### src/rtl/id_stage_if.sv
// id_stage_if: fetch, register-file, writeback and execute signals of id_stage.
interface id_stage_if #(
    parameter int WIDTH = 32,
    parameter int ADDR  = 5
);
    logic             in_valid;
    logic             in_ready;
    logic [31:0]      in_instr;
    logic [WIDTH-1:0] in_pc;
    logic [ADDR-1:0]  rf_rs1;
    logic [ADDR-1:0]  rf_rs2;
    logic [WIDTH-1:0] rf_rdata1;
    logic [WIDTH-1:0] rf_rdata2;
    logic             wb_en;
    logic [ADDR-1:0]  wb_rd;
    logic [WIDTH-1:0] wb_data;
    logic             flush;
    logic             out_valid;
    logic             out_ready;
    logic [WIDTH-1:0] out_pc;
    logic [WIDTH-1:0] out_op1;
    logic [WIDTH-1:0] out_op2;
    logic [WIDTH-1:0] out_imm;
    logic [ADDR-1:0]  out_rd;
    logic             out_rd_wen;
    logic [6:0]       out_opcode;
    logic [2:0]       out_funct3;
    logic             out_funct7b5;
    modport master (
        output in_valid, in_instr, in_pc, rf_rdata1, rf_rdata2, wb_en, wb_rd, wb_data, flush, out_ready,
        input  in_ready, rf_rs1, rf_rs2, out_valid, out_pc, out_op1, out_op2, out_imm, out_rd,
               out_rd_wen, out_opcode, out_funct3, out_funct7b5
    );
    modport slave (
        input  in_valid, in_instr, in_pc, rf_rdata1, rf_rdata2, wb_en, wb_rd, wb_data, flush, out_ready,
        output in_ready, rf_rs1, rf_rs2, out_valid, out_pc, out_op1, out_op2, out_imm, out_rd,
               out_rd_wen, out_opcode, out_funct3, out_funct7b5
    );
endinterface

### src/rtl/id_stage.sv
// id_stage: RV32 decode stage with operand read, busy scoreboard and hazard stall.
// Define ID_STAGE_WB_FWD_EN to forward same-cycle writeback data into the decoded operands.
module id_stage #(
    parameter int WIDTH = 32,
    parameter int ADDR  = 5
) (
    input logic       clk,
    input logic       reset,
    id_stage_if.slave bus
);
    localparam int NREG = 2 ** ADDR;
    localparam logic [6:0] OP_LUI = 7'b0110111, OP_AUIPC = 7'b0010111, OP_JAL = 7'b1101111,
                           OP_JALR = 7'b1100111, OP_BR = 7'b1100011, OP_LD = 7'b0000011,
                           OP_ST = 7'b0100011, OP_IMM = 7'b0010011, OP_OP = 7'b0110011;
    localparam logic [NREG-1:0] ONE = NREG'(1);

    logic             r_d_valid;
    logic [31:0]      r_d_instr;
    logic [WIDTH-1:0] r_d_pc;
    logic             r_e_valid;
    logic [WIDTH-1:0] r_e_pc, r_e_op1, r_e_op2, r_e_imm;
    logic [ADDR-1:0]  r_e_rd;
    logic             r_e_rd_wen;
    logic [6:0]       r_e_opcode;
    logic [2:0]       r_e_funct3;
    logic             r_e_funct7b5;
    logic [NREG-1:0]  r_busy;

    logic [6:0]       w_opc;
    logic [ADDR-1:0]  w_rs1, w_rs2, w_rd;
    logic             w_use1, w_use2, w_wen, w_fwd1, w_fwd2, w_haz, w_adv, w_in_fire, w_out_fire;
    logic [31:0]      w_imm32;
    logic [NREG-1:0]  w_set, w_clr;

    assign w_opc = r_d_instr[6:0];
    assign w_rs1 = ADDR'(r_d_instr[19:15]);
    assign w_rs2 = ADDR'(r_d_instr[24:20]);
    assign w_rd  = ADDR'(r_d_instr[11:7]);
    assign w_use1 = w_opc inside {OP_JALR, OP_BR, OP_LD, OP_ST, OP_IMM, OP_OP};
    assign w_use2 = w_opc inside {OP_BR, OP_ST, OP_OP};
    assign w_wen  = w_opc inside {OP_LUI, OP_AUIPC, OP_JAL, OP_JALR, OP_OP, OP_IMM, OP_LD};

`ifdef ID_STAGE_WB_FWD_EN
    assign w_fwd1 = bus.wb_en && bus.wb_rd == w_rs1 && w_rs1 != '0;
    assign w_fwd2 = bus.wb_en && bus.wb_rd == w_rs2 && w_rs2 != '0;
`else
    assign w_fwd1 = 1'b0;
    assign w_fwd2 = 1'b0;
`endif

    // An in-flight writer in E has not yet set its busy bit, so it is matched directly.
    assign w_haz = (w_use1 && w_rs1 != '0 && ((r_busy[w_rs1] && !w_fwd1) ||
                    (r_e_valid && r_e_rd_wen && r_e_rd == w_rs1))) ||
                   (w_use2 && w_rs2 != '0 && ((r_busy[w_rs2] && !w_fwd2) ||
                    (r_e_valid && r_e_rd_wen && r_e_rd == w_rs2))) ||
                   (w_wen && w_rd != '0 && (r_busy[w_rd] ||
                    (r_e_valid && r_e_rd_wen && r_e_rd == w_rd)));
    assign w_adv      = r_d_valid && !w_haz && (!r_e_valid || bus.out_ready);
    assign w_out_fire = r_e_valid && bus.out_ready;
    assign w_in_fire  = bus.in_valid && bus.in_ready;

    assign w_imm32 = (w_opc inside {OP_IMM, OP_LD, OP_JALR}) ? {{20{r_d_instr[31]}}, r_d_instr[31:20]} :
                     (w_opc == OP_ST) ? {{20{r_d_instr[31]}}, r_d_instr[31:25], r_d_instr[11:7]} :
                     (w_opc == OP_BR) ? {{19{r_d_instr[31]}}, r_d_instr[31], r_d_instr[7],
                                         r_d_instr[30:25], r_d_instr[11:8], 1'b0} :
                     (w_opc inside {OP_LUI, OP_AUIPC}) ? {r_d_instr[31:12], 12'b0} :
                     (w_opc == OP_JAL) ? {{11{r_d_instr[31]}}, r_d_instr[31], r_d_instr[19:12],
                                          r_d_instr[20], r_d_instr[30:21], 1'b0} : '0;

    // A flushed E never retires, so it cannot mark its destination busy.
    assign w_set = (w_out_fire && !bus.flush && r_e_rd_wen && r_e_rd != '0) ? ONE << r_e_rd : '0;
    assign w_clr = bus.wb_en ? ONE << bus.wb_rd : '0;

    assign bus.in_ready     = !r_d_valid || w_adv;
    assign bus.rf_rs1       = w_rs1;
    assign bus.rf_rs2       = w_rs2;
    assign bus.out_valid    = r_e_valid;
    assign bus.out_pc       = r_e_pc;
    assign bus.out_op1      = r_e_op1;
    assign bus.out_op2      = r_e_op2;
    assign bus.out_imm      = r_e_imm;
    assign bus.out_rd       = r_e_rd;
    assign bus.out_rd_wen   = r_e_rd_wen;
    assign bus.out_opcode   = r_e_opcode;
    assign bus.out_funct3   = r_e_funct3;
    assign bus.out_funct7b5 = r_e_funct7b5;

    always_ff @(posedge clk) begin
        if (reset) begin
            r_d_valid <= 1'b0;
            r_d_instr <= '0;
            r_d_pc    <= '0;
        end else if (bus.flush) begin
            r_d_valid <= 1'b0;
        end else if (w_in_fire) begin
            r_d_valid <= 1'b1;
            r_d_instr <= bus.in_instr;
            r_d_pc    <= bus.in_pc;
        end else if (w_adv) begin
            r_d_valid <= 1'b0;
        end
    end

    always_ff @(posedge clk) begin
        if (reset) begin
            r_e_valid    <= 1'b0;
            r_e_pc       <= '0;
            r_e_op1      <= '0;
            r_e_op2      <= '0;
            r_e_imm      <= '0;
            r_e_rd       <= '0;
            r_e_rd_wen   <= 1'b0;
            r_e_opcode   <= '0;
            r_e_funct3   <= '0;
            r_e_funct7b5 <= 1'b0;
        end else if (bus.flush) begin
            r_e_valid <= 1'b0;
        end else if (w_adv) begin
            r_e_valid    <= 1'b1;
            r_e_pc       <= r_d_pc;
            r_e_op1      <= w_fwd1 ? bus.wb_data : bus.rf_rdata1;
            r_e_op2      <= w_fwd2 ? bus.wb_data : bus.rf_rdata2;
            r_e_imm      <= WIDTH'($signed(w_imm32));
            r_e_rd       <= w_rd;
            r_e_rd_wen   <= w_wen;
            r_e_opcode   <= w_opc;
            r_e_funct3   <= r_d_instr[14:12];
            r_e_funct7b5 <= r_d_instr[30];
        end else if (w_out_fire) begin
            r_e_valid <= 1'b0;
        end
    end

    always_ff @(posedge clk) begin
        if (reset) r_busy <= '0;
        else       r_busy <= (r_busy & ~w_clr) | w_set;
    end
endmodule

### src/flat_wrapper.sv
// flat-port wrapper written by rule: the top's interface ports become plain ports
module id_stage_flat 
#(
    parameter int WIDTH = 32,
    parameter int ADDR  = 5
)
  (clk, reset, bus_in_valid, bus_in_instr, bus_in_pc, bus_rf_rdata1, bus_rf_rdata2, bus_wb_en, bus_wb_rd, bus_wb_data, bus_flush, bus_out_ready, bus_in_ready, bus_rf_rs1, bus_rf_rs2, bus_out_valid, bus_out_pc, bus_out_op1, bus_out_op2, bus_out_imm, bus_out_rd, bus_out_rd_wen, bus_out_opcode, bus_out_funct3, bus_out_funct7b5);
  id_stage_if #(.WIDTH(WIDTH), .ADDR(ADDR)) bus_i ();
  input logic clk;
  input logic reset;
  input wire logic [$bits(bus_i.in_valid)-1:0] bus_in_valid;
  input wire logic [$bits(bus_i.in_instr)-1:0] bus_in_instr;
  input wire logic [$bits(bus_i.in_pc)-1:0] bus_in_pc;
  input wire logic [$bits(bus_i.rf_rdata1)-1:0] bus_rf_rdata1;
  input wire logic [$bits(bus_i.rf_rdata2)-1:0] bus_rf_rdata2;
  input wire logic [$bits(bus_i.wb_en)-1:0] bus_wb_en;
  input wire logic [$bits(bus_i.wb_rd)-1:0] bus_wb_rd;
  input wire logic [$bits(bus_i.wb_data)-1:0] bus_wb_data;
  input wire logic [$bits(bus_i.flush)-1:0] bus_flush;
  input wire logic [$bits(bus_i.out_ready)-1:0] bus_out_ready;
  output wire logic [$bits(bus_i.in_ready)-1:0] bus_in_ready;
  output wire logic [$bits(bus_i.rf_rs1)-1:0] bus_rf_rs1;
  output wire logic [$bits(bus_i.rf_rs2)-1:0] bus_rf_rs2;
  output wire logic [$bits(bus_i.out_valid)-1:0] bus_out_valid;
  output wire logic [$bits(bus_i.out_pc)-1:0] bus_out_pc;
  output wire logic [$bits(bus_i.out_op1)-1:0] bus_out_op1;
  output wire logic [$bits(bus_i.out_op2)-1:0] bus_out_op2;
  output wire logic [$bits(bus_i.out_imm)-1:0] bus_out_imm;
  output wire logic [$bits(bus_i.out_rd)-1:0] bus_out_rd;
  output wire logic [$bits(bus_i.out_rd_wen)-1:0] bus_out_rd_wen;
  output wire logic [$bits(bus_i.out_opcode)-1:0] bus_out_opcode;
  output wire logic [$bits(bus_i.out_funct3)-1:0] bus_out_funct3;
  output wire logic [$bits(bus_i.out_funct7b5)-1:0] bus_out_funct7b5;
  assign bus_i.in_valid = bus_in_valid;
  assign bus_i.in_instr = bus_in_instr;
  assign bus_i.in_pc = bus_in_pc;
  assign bus_i.rf_rdata1 = bus_rf_rdata1;
  assign bus_i.rf_rdata2 = bus_rf_rdata2;
  assign bus_i.wb_en = bus_wb_en;
  assign bus_i.wb_rd = bus_wb_rd;
  assign bus_i.wb_data = bus_wb_data;
  assign bus_i.flush = bus_flush;
  assign bus_i.out_ready = bus_out_ready;
  assign bus_in_ready = bus_i.in_ready;
  assign bus_rf_rs1 = bus_i.rf_rs1;
  assign bus_rf_rs2 = bus_i.rf_rs2;
  assign bus_out_valid = bus_i.out_valid;
  assign bus_out_pc = bus_i.out_pc;
  assign bus_out_op1 = bus_i.out_op1;
  assign bus_out_op2 = bus_i.out_op2;
  assign bus_out_imm = bus_i.out_imm;
  assign bus_out_rd = bus_i.out_rd;
  assign bus_out_rd_wen = bus_i.out_rd_wen;
  assign bus_out_opcode = bus_i.out_opcode;
  assign bus_out_funct3 = bus_i.out_funct3;
  assign bus_out_funct7b5 = bus_i.out_funct7b5;
  id_stage #(.WIDTH(WIDTH), .ADDR(ADDR)) u_core (.clk(clk), .reset(reset), .bus(bus_i));
endmodule
### config.mk
export PLATFORM = sky130hd
export DESIGN_NAME = id_stage_flat
export DESIGN_NICKNAME = d
export VERILOG_FILES = /design/src/rtl/id_stage_if.sv /design/src/rtl/id_stage.sv /design/src/flat_wrapper.sv
export SDC_FILE = /design/constraint.sdc
export NUM_CORES = 1
export LEC_CHECK = 0
export CAP_MARGIN = 40
export CORE_ASPECT_RATIO = 1.4
export CORE_MARGIN = 2
export CORE_UTILIZATION = 40
export CTS_CLUSTER_DIAMETER = 40
export DETAILED_ROUTE_END_ITERATION = 10
export PLACE_DENSITY = 0.69
export RECOVER_POWER = 25
export SYNTH_ARGS = -nofsm -noshare
export SYNTH_HDL_FRONTEND = slang
export SYNTH_SLANG_ARGS = --single-unit
### constraint.sdc
create_clock -name clk -period 3.2 [get_ports clk]
set_input_delay 0.8 -clock clk [delete_from_list [all_inputs] [get_ports clk]]
set_output_delay 0.8 -clock clk [all_outputs]
set_load 0.05 [all_outputs]
==> impl_metrics.tcl <==
set metrics [dict create \
    wirelength_um 37400 \
    path_cells "mux4_2 -> mux2_4 -> a2111oi_4 -> buf_4 -> o31ai_4 -> o31ai_4 -> buf_12" \
    violations "negative setup slack" \
    grt_antenna_before_repair 3 \
    outcome "finished, violations left" \
    synthToLayoutAreaGrowth_pct 38.1 \
    crit_buf_inv 2 \
    drtIter0Drc 775 \
    cts.sink_count 243 \
    p_switching_mw 1.91 \
    cp_slowest_stage_delay_ns 0.49 \
    cpLargestDelayFamily "multiplexers" \
    ant_nets 0 \
    io_buffers 295 \
    ys_warn_count 0 \
    initial_core_util 0.409 \
    power_frac_comb 0.120 \
    grt_pass1_vias 10183 \
    synth_edf_count 0 \
    drv_slew 0 \
    yosys_register_bits 243 \
    fin_skew_ns 0.0131 \
    final_cell_mix "235 x dfxtp_1, 224 x clkdlybuf4s50_1, 196 x a21oi_1, 134 x nand2b_1, 128 x nand3_1" \
    clockBufferDepth 3 \
    r2r_slack_ns 0.17 \
    overflow 0 \
    critPathKind "flop to output pin" \
    fin_util 0.565 \
    cts_hold_buf 0 \
    maxSlewHeadroom 0.495 \
    rsz0062_at_grt "yes" \
    crit_top_cell "o31ai_4" \
    die_area_um2 29700 \
    rows 72 \
    wl_per_cell_um 19.6 \
    dr.pass1.iters 5 \
    clkPwrFrac 0.460 \
    worst_ep_arrival_time_ns 2.68 \
    maxCapViolations 0 \
    cp.required_ns 2.40 \
    finalCriticalPeriod_ns 3.48 \
    hold_start "u_core.r_d_pc[31]$_SDFFE_PP0P_" \
    synth_nets 1444 \
    place_congestion 0.981 \
    fp.dieW_um 146 \
    ioPinCount 328 \
    route.detailed.drc 0 \
    rr_worst_depth 11 \
    hpwlAfterDp_um 25400 \
    switching_share 0.251 \
    synth-main-ff-cell "dfxtp_1" \
    mostFrequentLayoutCell "dfxtp_1" \
    worst_slack_ns -0.276 \
    place_ws_ns 0.120 \
    hold_depth 2 \
    synth_area_per_cell_um2 8.91 \
    drive_above_1_share 0.104 \
    crit_path_start_kind "flop" \
    cp_max_fo 4 \
    reg2reg_from "u_core.r_d_instr[16]$_SDFFE_PP0P_" \
    ys_seq_area_frac 0.429 \
    cts_tree "built" \
    htree_levels 1 \
    fillers 2545 \
    worstSkewPairLatency_ns 0.54 \
    cp-end-kind "output pin" \
    holdWs_ns 0.461 \
    vias_per_cell 5.54 \
    hp-class "flop to flop" \
    synth_cell_types 56 \
    fmax_mhz 288 \
    worstMarginPinSlew_ns 0.758 \
    die_h_um 203 \
    synth_cells 1273 \
    finalCritPeriodShare 1.09 \
    hold_viol 0 \
    cts_buffers 30 \
    ir_worst_vdd_mv 0.321 \
    grt_start_max_net_pins 132 \
    nets 1687 \
    p_leak_nw 5.48 \
    powerDensity_nw_per_um2 486 \
    core-area_um2 27700 \
    clk_pin_slew_ns 0.06 \
    synthesis.area_um2 11300 \
    ys_async_sr_fraction 0 \
    gr-usage-all-layers 0.239 \
    total_power_mw 7.61 \
    seqPwrFrac 0.421 \
    cts_root_buf "clkbuf_16" \
    timing.rr.end "u_core.r_d_pc[22]$_SDFFE_PP0P_" \
    min_to "u_core.bus.out_pc[31]$_SDFFE_PP0P_" \
    slowest_stage "mux4_2" \
    intPower_mw 5.71 \
    setup_viol 1 \
    finalSetupTns_ns -0.276 \
    vias 10584 \
    grt_pass1_wl_um 57200 \
]
## how the worst max path moves through the flow
stage	startpoint	endpoint	slack, ns	cells past startpoint
after CTS	u_core.r_d_instr[16]$_SDFFE_PP0P_	bus_in_ready	-0.29	7
after global routing	u_core.r_d_instr[20]$_SDFFE_PP0P_	bus_in_ready	-0.38	8
final	u_core.r_d_instr[16]$_SDFFE_PP0P_	bus_in_ready	-0.28	7
after global placement	u_core.r_d_instr[16]$_SDFFE_PP0P_	u_core.bus.out_imm[11]$_SDFFE_PP0P_	0.04	7
after detailed placement	u_core.r_d_instr[16]$_SDFFE_PP0P_	bus_in_ready	0.12	8
after floorplan	u_core.r_d_instr[7]$_SDFFE_PP0P_	bus_in_ready	0.003	8
## layout make-up
class,instances,area (um^2),area share
antenna,3,7.51,0.000479
clock buffer,39,866,0.0553
clock inverter,15,184,0.0117
inverter,3,11.3,0.000719
multi-input combinational,887,5720,0.365
sequential,243,4880,0.311
tap,370,463,0.0296
timing repair buffer,351,3540,0.226
## cell usage after synthesis, drive strengths merged, types with 2 or more instances
| cell | number | area share |
|---|---|---|
| nand3b | 9 | 0.0060 |
| nand2 | 38 | 0.013 |
| nor4 | 2 | 0.0011 |
| nand2b | 134 | 0.074 |
| o22ai | 3 | 0.0029 |
| and2 | 2 | 0.0011 |
| nor2 | 20 | 0.0068 |
| nand4b | 7 | 0.0054 |
| clkbuf | 68 | 0.023 |
| nor3b | 4 | 0.0026 |
| o31a | 2 | 0.0015 |
| xor2 | 2 | 0.0015 |
| nand4 | 4 | 0.0022 |
| mux4 | 24 | 0.048 |
| buf | 72 | 0.046 |
| nor2b | 7 | 0.0039 |
| nand3 | 128 | 0.056 |
| a31oi | 2 | 0.0011 |
| inv | 3 | 0.00099 |
| o31ai | 4 | 0.0055 |
| a21oi | 196 | 0.086 |
| a22oi | 4 | 0.0026 |
| or3b | 2 | 0.0015 |
| or3 | 6 | 0.0033 |
| a211oi | 27 | 0.018 |
| a32oi | 2 | 0.0015 |
| dfxtp | 243 | 0.43 |
| mux2i | 68 | 0.060 |
| o21ai | 154 | 0.068 |
| xnor2 | 13 | 0.010 |
| or2 | 4 | 0.0022 |
| nor3 | 7 | 0.0031 |
## metrics by stage
stage               std cells  cell area (um^2)
floorplan                1273             11400
global placement         1847             14500
detailed placement       1848             14500
CTS                      1907             15600
global route             1911             15700
finish                   1911             15700
## power by group through the flow
stage / Sequential, mW / Combinational, mW / Clock (mW)
after floorplan: 3.35 / 0.446 / 0
after global routing: 3.21 / 0.965 / 3.69
final: 3.20 / 0.910 / 3.50
after CTS: 3.20 / 0.913 / 3.58
after global placement: 3.26 / 0.893 / 0
after detailed placement: 3.27 / 0.902 / 0
## worst min-delay path, delay by kind of cell (launching register included)
kind / cells / cell delay [ns]
flip-flops: 1 / 0.31
AND/OR/NAND/NOR: 1 / 0.06
AO/OA/AOI/OAI: 1 / 0.05
## cells by family after synthesis
group / Yosys count / synth area share
AND/OR/NAND/NOR: 376 / 0.184
flip-flops: 243 / 0.429
AO/OA/AOI/OAI: 403 / 0.197
multiplexers: 93 / 0.109
XOR/XNOR: 15 / 0.0116
buffers and inverters: 143 / 0.0694
## what timing repair did
| item | 4_1_cts | 5_1_grt |
|---|---|---|
| pin swaps | 4 | 0 |
| setup endpoints to repair | 1 | 40 |
| gates resized for setup | 7 | 1 |
| setup buffers | 5 | 0 |
| cloned | 0 | 1 |
## registers in the layout, summed over array words and instances, names as in the netlist
register and flops:
u_core.bus.out_rd_wen 1, u_core.bus.out_rd 5, u_core.bus.out_op1 32, u_core.bus.out_op2 32, u_core.bus.out_funct7b5 1, u_core.r_d_pc 32, u_core.bus.out_funct3 3, u_core.bus.out_pc 32
u_core.bus.out_imm 32, u_core.bus.out_opcode 7, u_core.r_d_valid 1, u_core.r_d_instr 32, u_core.r_busy 32, u_core.bus.out_valid 1
## routing by layer
metal | track usage | part of all wire
met1 | 0.273 | 0.37
met2 | 0.437 | 0.53
met3 | 0.0322 | 0.058
met4 | 0.117 | 0.044
met5 | 0 | 0
No activity file was read; power rests on OpenSTA's default activity.
